==> src/rtl/fc_layer_seq_pkg.sv <==
// ============================================================================
// Module : fc_layer_seq_pkg
// Brief  : Shared widths, FSM state encoding and result saturation for the FC layer engine
// Rev    : 1.0
// ============================================================================
`default_nettype none

package fc_layer_seq_pkg;

    localparam int DATA_W = 16;
    localparam int ADDR_W = 16;

    typedef enum logic [2:0] {
        S_IDLE  = 3'd0,
        S_LOAD  = 3'd1,
        S_MAC   = 3'd2,
        S_FLUSH = 3'd3,
        S_WB    = 3'd4,
        S_DONE  = 3'd5
    } state_t;

    function automatic logic signed [DATA_W-1:0] sat16(input logic signed [63:0] v);
        if (v > 64'sd32767)
            return 16'h7FFF;
        else if (v < -64'sd32768)
            return 16'h8000;
        else
            return v[DATA_W-1:0];
    endfunction

endpackage

`default_nettype wire

==> src/rtl/fc_layer_seq_if.sv <==
// ============================================================================
// Module : fc_layer_seq_if
// Brief  : Control, RAM and result-stream bundle between the engine and its environment
// Rev    : 1.0
// ============================================================================
`default_nettype none

interface fc_layer_seq_if;
    import fc_layer_seq_pkg::*;

    logic              start;
    logic              busy;
    logic              done;
    logic [ADDR_W-1:0] ram_addr;
    logic              ram_we;
    logic [DATA_W-1:0] ram_data;
    logic [DATA_W-1:0] ram_q;
    logic              res_valid;
    logic [15:0]       res_idx;
    logic [DATA_W-1:0] res_data;

    modport master (
        output start, ram_q,
        input  busy, done, ram_addr, ram_we, ram_data, res_valid, res_idx, res_data
    );

    modport slave (
        input  start, ram_q,
        output busy, done, ram_addr, ram_we, ram_data, res_valid, res_idx, res_data
    );

endinterface

`default_nettype wire

==> src/rtl/fc_layer_seq_mac_dp.sv <==
// ============================================================================
// Module : fc_layer_seq_mac_dp
// Brief  : Signed 16x16 multiply-accumulate with clear, arithmetic shift and 16-bit saturation
// Rev    : 1.0
// ============================================================================
`default_nettype none

module fc_layer_seq_mac_dp
    import fc_layer_seq_pkg::*;
#(
    parameter int ACC_W = 40,
    parameter int SHIFT = 0
) (
    input  wire logic                     clk,
    input  wire logic                     reset,
    input  wire logic                     i_clear,
    input  wire logic                     i_acc_en,
    input  wire logic signed [DATA_W-1:0] i_x,
    input  wire logic signed [DATA_W-1:0] i_w,
    output logic signed [DATA_W-1:0]      o_res
);

    logic signed [31:0]      w_prod;
    logic signed [ACC_W-1:0] r_acc;
    logic signed [ACC_W-1:0] w_shifted;

    assign w_prod    = i_x * i_w;
    assign w_shifted = r_acc >>> SHIFT;
    assign o_res     = sat16(64'(w_shifted));

    always_ff @(posedge clk or posedge reset) begin
        if (reset)
            r_acc <= '0;
        else if (i_clear)
            r_acc <= '0;
        else if (i_acc_en)
            r_acc <= r_acc + ACC_W'(w_prod);
    end

endmodule

`default_nettype wire

==> src/rtl/fc_layer_seq.sv <==
// ============================================================================
// Module : fc_layer_seq
// Brief  : Loads activations, streams weights, computes and writes back BCK_CELL saturated dot products
// Rev    : 1.0
// ============================================================================
`default_nettype none

module fc_layer_seq
    import fc_layer_seq_pkg::*;
#(
    parameter int FRT_CELL = 10,
    parameter int BCK_CELL = 5,
    parameter int IN_BASE  = 0,
    parameter int W_BASE   = 10,
    parameter int RES_BASE = 60,
    parameter int ACC_W    = 40,
    parameter int SHIFT    = 0
) (
    input  wire logic    clk,
    input  wire logic    reset,
    fc_layer_seq_if.slave bus
);

    localparam logic [15:0] c_load_last = 16'(FRT_CELL);
    localparam logic [15:0] c_last_i    = 16'(FRT_CELL - 1);
    localparam logic [15:0] c_last_j    = 16'(BCK_CELL - 1);

    state_t                    r_state;
    state_t                    w_next;
    logic [15:0]               r_cnt;
    logic [15:0]               r_j;
    logic [ADDR_W-1:0]         r_waddr;
    logic signed [DATA_W-1:0]  r_x [FRT_CELL];
    logic                      w_clear;
    logic                      w_acc_en;
    logic                      w_x_shift;
    logic signed [DATA_W-1:0]  w_x_in;
    logic signed [DATA_W-1:0]  w_res;

    always_ff @(posedge clk or posedge reset) begin
        if (reset) begin
            r_state <= S_IDLE;
            r_cnt   <= '0;
            r_j     <= '0;
            r_waddr <= '0;
        end else begin
            r_state <= w_next;
            case (r_state)
                S_IDLE: begin
                    r_cnt   <= '0;
                    r_j     <= '0;
                    r_waddr <= ADDR_W'(W_BASE);
                end
                S_LOAD:  r_cnt <= (r_cnt == c_load_last) ? '0 : r_cnt + 16'd1;
                S_MAC: begin
                    r_cnt   <= r_cnt + 16'd1;
                    r_waddr <= r_waddr + 16'd1;
                end
                S_WB: begin
                    r_cnt <= '0;
                    r_j   <= r_j + 16'd1;
                end
                default: ;
            endcase
        end
    end

    // Activations live in a ring: LOAD shifts words in, each MAC step consumes
    // x[0] and rotates, so after FRT_CELL products the order is restored.
    assign w_x_in    = (r_state == S_LOAD) ? signed'(bus.ram_q) : r_x[0];
    assign w_x_shift = ((r_state == S_LOAD) && (r_cnt != 16'd0)) ||
                       ((r_state == S_MAC)  && (r_cnt != 16'd0)) ||
                        (r_state == S_FLUSH);

    always_ff @(posedge clk or posedge reset) begin
        if (reset) begin
            for (int n = 0; n < FRT_CELL; n++)
                r_x[n] <= '0;
        end else if (w_x_shift) begin
            for (int n = 0; n < FRT_CELL - 1; n++)
                r_x[n] <= r_x[n+1];
            r_x[FRT_CELL-1] <= w_x_in;
        end
    end

    always_comb begin
        w_next        = r_state;
        w_clear       = 1'b0;
        w_acc_en      = 1'b0;
        bus.busy      = 1'b0;
        bus.done      = 1'b0;
        bus.ram_addr  = '0;
        bus.ram_we    = 1'b0;
        bus.ram_data  = '0;
        bus.res_valid = 1'b0;
        bus.res_idx   = '0;
        bus.res_data  = '0;
        case (r_state)
            S_IDLE: if (bus.start) w_next = S_LOAD;
            S_LOAD: begin
                bus.busy = 1'b1;
                if (r_cnt == c_load_last)
                    w_next = S_MAC;
                else
                    bus.ram_addr = ADDR_W'(IN_BASE) + r_cnt;
            end
            S_MAC: begin
                bus.busy     = 1'b1;
                bus.ram_addr = r_waddr;
                w_clear      = (r_cnt == 16'd0);
                w_acc_en     = (r_cnt != 16'd0);
                if (r_cnt == c_last_i) w_next = S_FLUSH;
            end
            S_FLUSH: begin
                bus.busy = 1'b1;
                w_acc_en = 1'b1;
                w_next   = S_WB;
            end
            S_WB: begin
                bus.busy      = 1'b1;
                bus.ram_we    = 1'b1;
                bus.ram_addr  = ADDR_W'(RES_BASE) + r_j;
                bus.ram_data  = w_res;
                bus.res_valid = 1'b1;
                bus.res_idx   = r_j;
                bus.res_data  = w_res;
                w_next        = (r_j == c_last_j) ? S_DONE : S_MAC;
            end
            S_DONE: begin
                bus.done = 1'b1;
                w_next   = S_IDLE;
            end
            default: w_next = S_IDLE;
        endcase
    end

    fc_layer_seq_mac_dp #(
        .ACC_W (ACC_W),
        .SHIFT (SHIFT)
    ) u_mac_dp (
        .clk      (clk),
        .reset    (reset),
        .i_clear  (w_clear),
        .i_acc_en (w_acc_en),
        .i_x      (r_x[0]),
        .i_w      (signed'(bus.ram_q)),
        .o_res    (w_res)
    );

endmodule

`default_nettype wire

==> src/flat_wrapper.sv <==
// flat-port wrapper written by rule: the top's interface ports become plain ports
module fc_layer_seq_flat import fc_layer_seq_pkg::*;
#(
    parameter int FRT_CELL = 10,
    parameter int BCK_CELL = 5,
    parameter int IN_BASE  = 0,
    parameter int W_BASE   = 10,
    parameter int RES_BASE = 60,
    parameter int ACC_W    = 40,
    parameter int SHIFT    = 0
)
  (clk, reset, bus_start, bus_ram_q, bus_busy, bus_done, bus_ram_addr, bus_ram_we, bus_ram_data, bus_res_valid, bus_res_idx, bus_res_data);
  fc_layer_seq_if bus_i ();
  input  wire logic clk;
  input  wire logic reset;
  input wire logic [$bits(bus_i.start)-1:0] bus_start;
  input wire logic [$bits(bus_i.ram_q)-1:0] bus_ram_q;
  output wire logic [$bits(bus_i.busy)-1:0] bus_busy;
  output wire logic [$bits(bus_i.done)-1:0] bus_done;
  output wire logic [$bits(bus_i.ram_addr)-1:0] bus_ram_addr;
  output wire logic [$bits(bus_i.ram_we)-1:0] bus_ram_we;
  output wire logic [$bits(bus_i.ram_data)-1:0] bus_ram_data;
  output wire logic [$bits(bus_i.res_valid)-1:0] bus_res_valid;
  output wire logic [$bits(bus_i.res_idx)-1:0] bus_res_idx;
  output wire logic [$bits(bus_i.res_data)-1:0] bus_res_data;
  assign bus_i.start = bus_start;
  assign bus_i.ram_q = bus_ram_q;
  assign bus_busy = bus_i.busy;
  assign bus_done = bus_i.done;
  assign bus_ram_addr = bus_i.ram_addr;
  assign bus_ram_we = bus_i.ram_we;
  assign bus_ram_data = bus_i.ram_data;
  assign bus_res_valid = bus_i.res_valid;
  assign bus_res_idx = bus_i.res_idx;
  assign bus_res_data = bus_i.res_data;
  fc_layer_seq #(.FRT_CELL(FRT_CELL), .BCK_CELL(BCK_CELL), .IN_BASE(IN_BASE), .W_BASE(W_BASE), .RES_BASE(RES_BASE), .ACC_W(ACC_W), .SHIFT(SHIFT)) u_core (.clk(clk), .reset(reset), .bus(bus_i));
endmodule
==> config.mk <==
export PLATFORM = sky130hd
export DESIGN_NAME = fc_layer_seq_flat
export DESIGN_NICKNAME = d
export VERILOG_FILES = /design/src/rtl/fc_layer_seq_pkg.sv /design/src/rtl/fc_layer_seq_if.sv /design/src/rtl/fc_layer_seq_mac_dp.sv /design/src/rtl/fc_layer_seq.sv /design/src/flat_wrapper.sv
export SDC_FILE = /design/constraint.sdc
export NUM_CORES = 1
export LEC_CHECK = 0
export ABC_CLOCK_PERIOD_IN_PS = 24600
export CAP_MARGIN = 0
export CELL_PAD_IN_SITES_DETAIL_PLACEMENT = 0
export CELL_PAD_IN_SITES_GLOBAL_PLACEMENT = 2
export CORE_UTILIZATION = 45
export DETAILED_ROUTE_END_ITERATION = 7
export PLACE_DENSITY_LB_ADDON = 0.1
export SYNTH_ARGS = -nofsm -noshare
export SYNTH_HDL_FRONTEND = slang
export SYNTH_SLANG_ARGS = --single-unit
==> constraint.sdc <==
create_clock -name clk -period 24.6 [get_ports clk]
set_input_delay 7.38 -clock clk [delete_from_list [all_inputs] [get_ports clk]]
set_output_delay 7.38 -clock clk [all_outputs]
set_load 0.03 [all_outputs]
==> impl_metrics.yaml <==
status:
  outcome: "complete, no violations"
sta:
  rsz0062_at_grt: "no"
  tightest_slew_ns: 1.27
  relSlewSlack_pct: 14.9
  hold_viol: 0
  slew_viol_final: 0
  fin_hold_ws_ns: 0.499
  fin_crit_sh_pct: 57.4
  tns_ns: 0
  final.min_clock_period_ns: 14.13
  final-setup-viol-count: 0
  clock.fmax_ghz: 0.0708
  clock_skew_ns: 0.0122
worst_hold_path:
  hold_class: "reg -> reg"
yosys:
  synth_compound_area_share_pct: 7.24
  yosys_warnings: 0
  ys_seq_area_share_pct: 26.7
  synth_top_family_by_area: "adder cells"
  synth_mux_area_share_pct: 7.70
  synth_xor_area_share_pct: 2.64
  syn_inst: 2327
  synth_top_area_share_pct: 28.1
  yosysMostFrequentCell: "inv_1"
  synth_area_mm2: 0.0235
  synth_top_cells_by_count: "inv_1 (422), fa_1 (330), dfrtp_1 (251)"
  synth_edf_count: 0
  avgSynthCellArea_um2: 10.1
  synth.largest_area_cell: "fa_1"
  yosysUniqueCellTypes: 70
  synth_async_sr_flop_share_pct: 100
  yosys_most_used_dff: "dfrtp_1"
  synth_fa_ha_area_share_pct: 34.8
  netlist_top_cells_area: "fa_1 (28%), dfrtp_1 (27%), mux2_2 (6.9%)"
  yosys.area_share.simple_pct: 11.8
  synth_seq_cells: 251
  synth_nets: 2801
route:
  first_pass_iters: 7
  vias_per_cell: 5.16
  routed_wl_mm: 54.9
  vias: 15700
  final_antenna_net_count: 0
  drtIter0Drc: 752
  drc: 0
  post_drt_wl_per_cell_um: 18.0
critical_path:
  cp-end-kind: "flip-flop"
  start_kind: "input pin"
  arrival_ns: 14.59
  crit_top_cell: "fa_1"
  slowest_stage: "clkdlybuf4s50_1"
  path_max_fanout: 17
  crit_chain: "clkdlybuf4s50_1, nand2_1, inv_1, fa_1, inv_1, fa_1, fa_1, inv_1, fa_1, fa_1, inv_1, fa_1, inv_1, ha_1, a21o_1, o21bai_1, or3_1, o21ai_2, a41oi_2, o41a_1, or3_1, a32o_1"
  max_stage_delay_ns: 0.74
  crit_type: "in -> reg"
  cp_top_family: "adder cells"
  path_buf_inv: 6
  cp.required_ns: 25.07
cts:
  postCtsSetupBuffers: 0
  clock_latency_ns: 0.58
  cts_made_buffers: 30
  clkTransAtPathRegs_ns: 0.06
  cts.repair.resized: 0
  ctsHoldBuffers: 0
  cts_root_buffer: "clkbuf_16"
  htreeDepth: 1
  clockBufferDepth: 3
  cts_tree: "built"
  cts_sinks: 251
global_route:
  grt_max_degree: 107
  antenna_found_initial: 0
  grt_pass1_wl_mm: 93.2
  grt_util_all_layers_pct: 22.0
  grt_pass1_vias: 16800
  grt-ovfl-total: 0
place:
  place.port_buffers: 86
  hpwl_mm: 42.9
  routabilityCongestion: 0.842
floorplanning:
  die_h_um: 231
  coreArea_mm2: 0.0515
  die-area_mm2: 0.0532
  dieWidth_um: 231
  initial_core_util_pct: 45.7
  num_io_pins: 87
  placementRows: 83
cells_and_area:
  synthToLayoutAreaGrowth_pct: 9.98
  drive_gt1_share_pct: 9.60
  nets: 2815
  final_util_pct: 50.2
  diodes: 0
job:
  max_cap_violations: 0
[area by class of cell]
type,count,area [um^2]
clock buffer,46,881
fill,4818,25600
sequential,251,6280
inverter,422,1590
clock inverter,10,159
multi-input combinational,1534,15100
timing repair buffer,102,981
tap,680,851
[metal layers]
metal / track usage, % / wire (um) / share of wire [%]
met1: 33.7 / 27800 / 51
met2: 33.4 / 24000 / 44
met3: 2.84 / 1980 / 3.6
met4: 4.18 / 1130 / 2.1
met5: 0 / 0 / 0
[layout by cell type (no fill, tap or decap), types with 6 or more instances in the layout]
cell type and count:
o21ai_0 60, clkdlybuf4s50_1 86, nand2_1 229, fa_1 330
o21bai_1 6, clkbuf_16 30, a221o_1 11, nor3_1 8
a21o_1 18, a21oi_1 74, ha_1 125, clkbuf_8 7
o21a_1 11, and2_1 117, mux2_2 144, inv_1 421
a211oi_1 6, o31ai_1 6, nand4_1 23, clkbuf_1 9
or3_1 9, xor2_1 36, dfrtp_1 251, a31oi_1 7
buf_4 16, and3_1 17, nand3_1 30, nor2_1 117
nor4_1 12, xnor2_1 35, mux2i_1 19, a22o_1 10
[registers in the layout (all words and copies together), names as in the netlist]
name	cells
u_core.r_cnt	16
u_core.r_j	16
u_core.r_state	3
u_core.r_waddr	16
u_core.r_x	160
u_core.u_mac_dp.r_acc	40
[stage by stage]
stage | instances | instance area, um^2 | setup WS (ns)
2_1_floorplan | 2327 | 23500 | 10.32
3_3_place_gp | 2989 | 24800 | 9.97
3_5_place_dp | 2989 | 24800 | 9.87
4_1_cts | 3045 | 25900 | 10.47
5_1_grt | 3045 | 25900 | 10.07
6_report | 3045 | 25900 | 10.47
[kinds of logic (layout without fill, tap and decap cells)]
kind of cell / after synthesis / count (layout)
xor+xnor: 71 / 71
flops: 251 / 251
compound gates: 257 / 257
simple gates: 587 / 587
buf+inv: 542 / 580
fa+ha+maj: 456 / 456
mux: 163 / 163
[path summary, 6_finish.rpt]
path	depth (start not counted)	to	slack, ns	startpoint
worst max-delay path	22	u_core.u_mac_dp.r_acc[36]$_DFFE_PP0P_	10.47	bus_ram_q[1]
worst min-delay path	1	u_core.r_x[117]$_DFFE_PP0P_	0.50	u_core.r_x[101]$_DFFE_PP0P_
worst max register to register	21	u_core.u_mac_dp.r_acc[36]$_DFFE_PP0P_	17.24	u_core.r_x[159]$_DFFE_PP0P_
worst min register to register	1	u_core.r_x[117]$_DFFE_PP0P_	0.50	u_core.r_x[101]$_DFFE_PP0P_
max in group asynchronous	4	u_core.r_x[75]$_DFFE_PP0P_	14.95	reset
min in group asynchronous	2	u_core.r_j[11]$_DFFE_PP0P_	7.35	reset
Power is left out: the tool's default activity adds up to more than one toggle a clock period on the data nets, which glitch-free logic cannot reach.
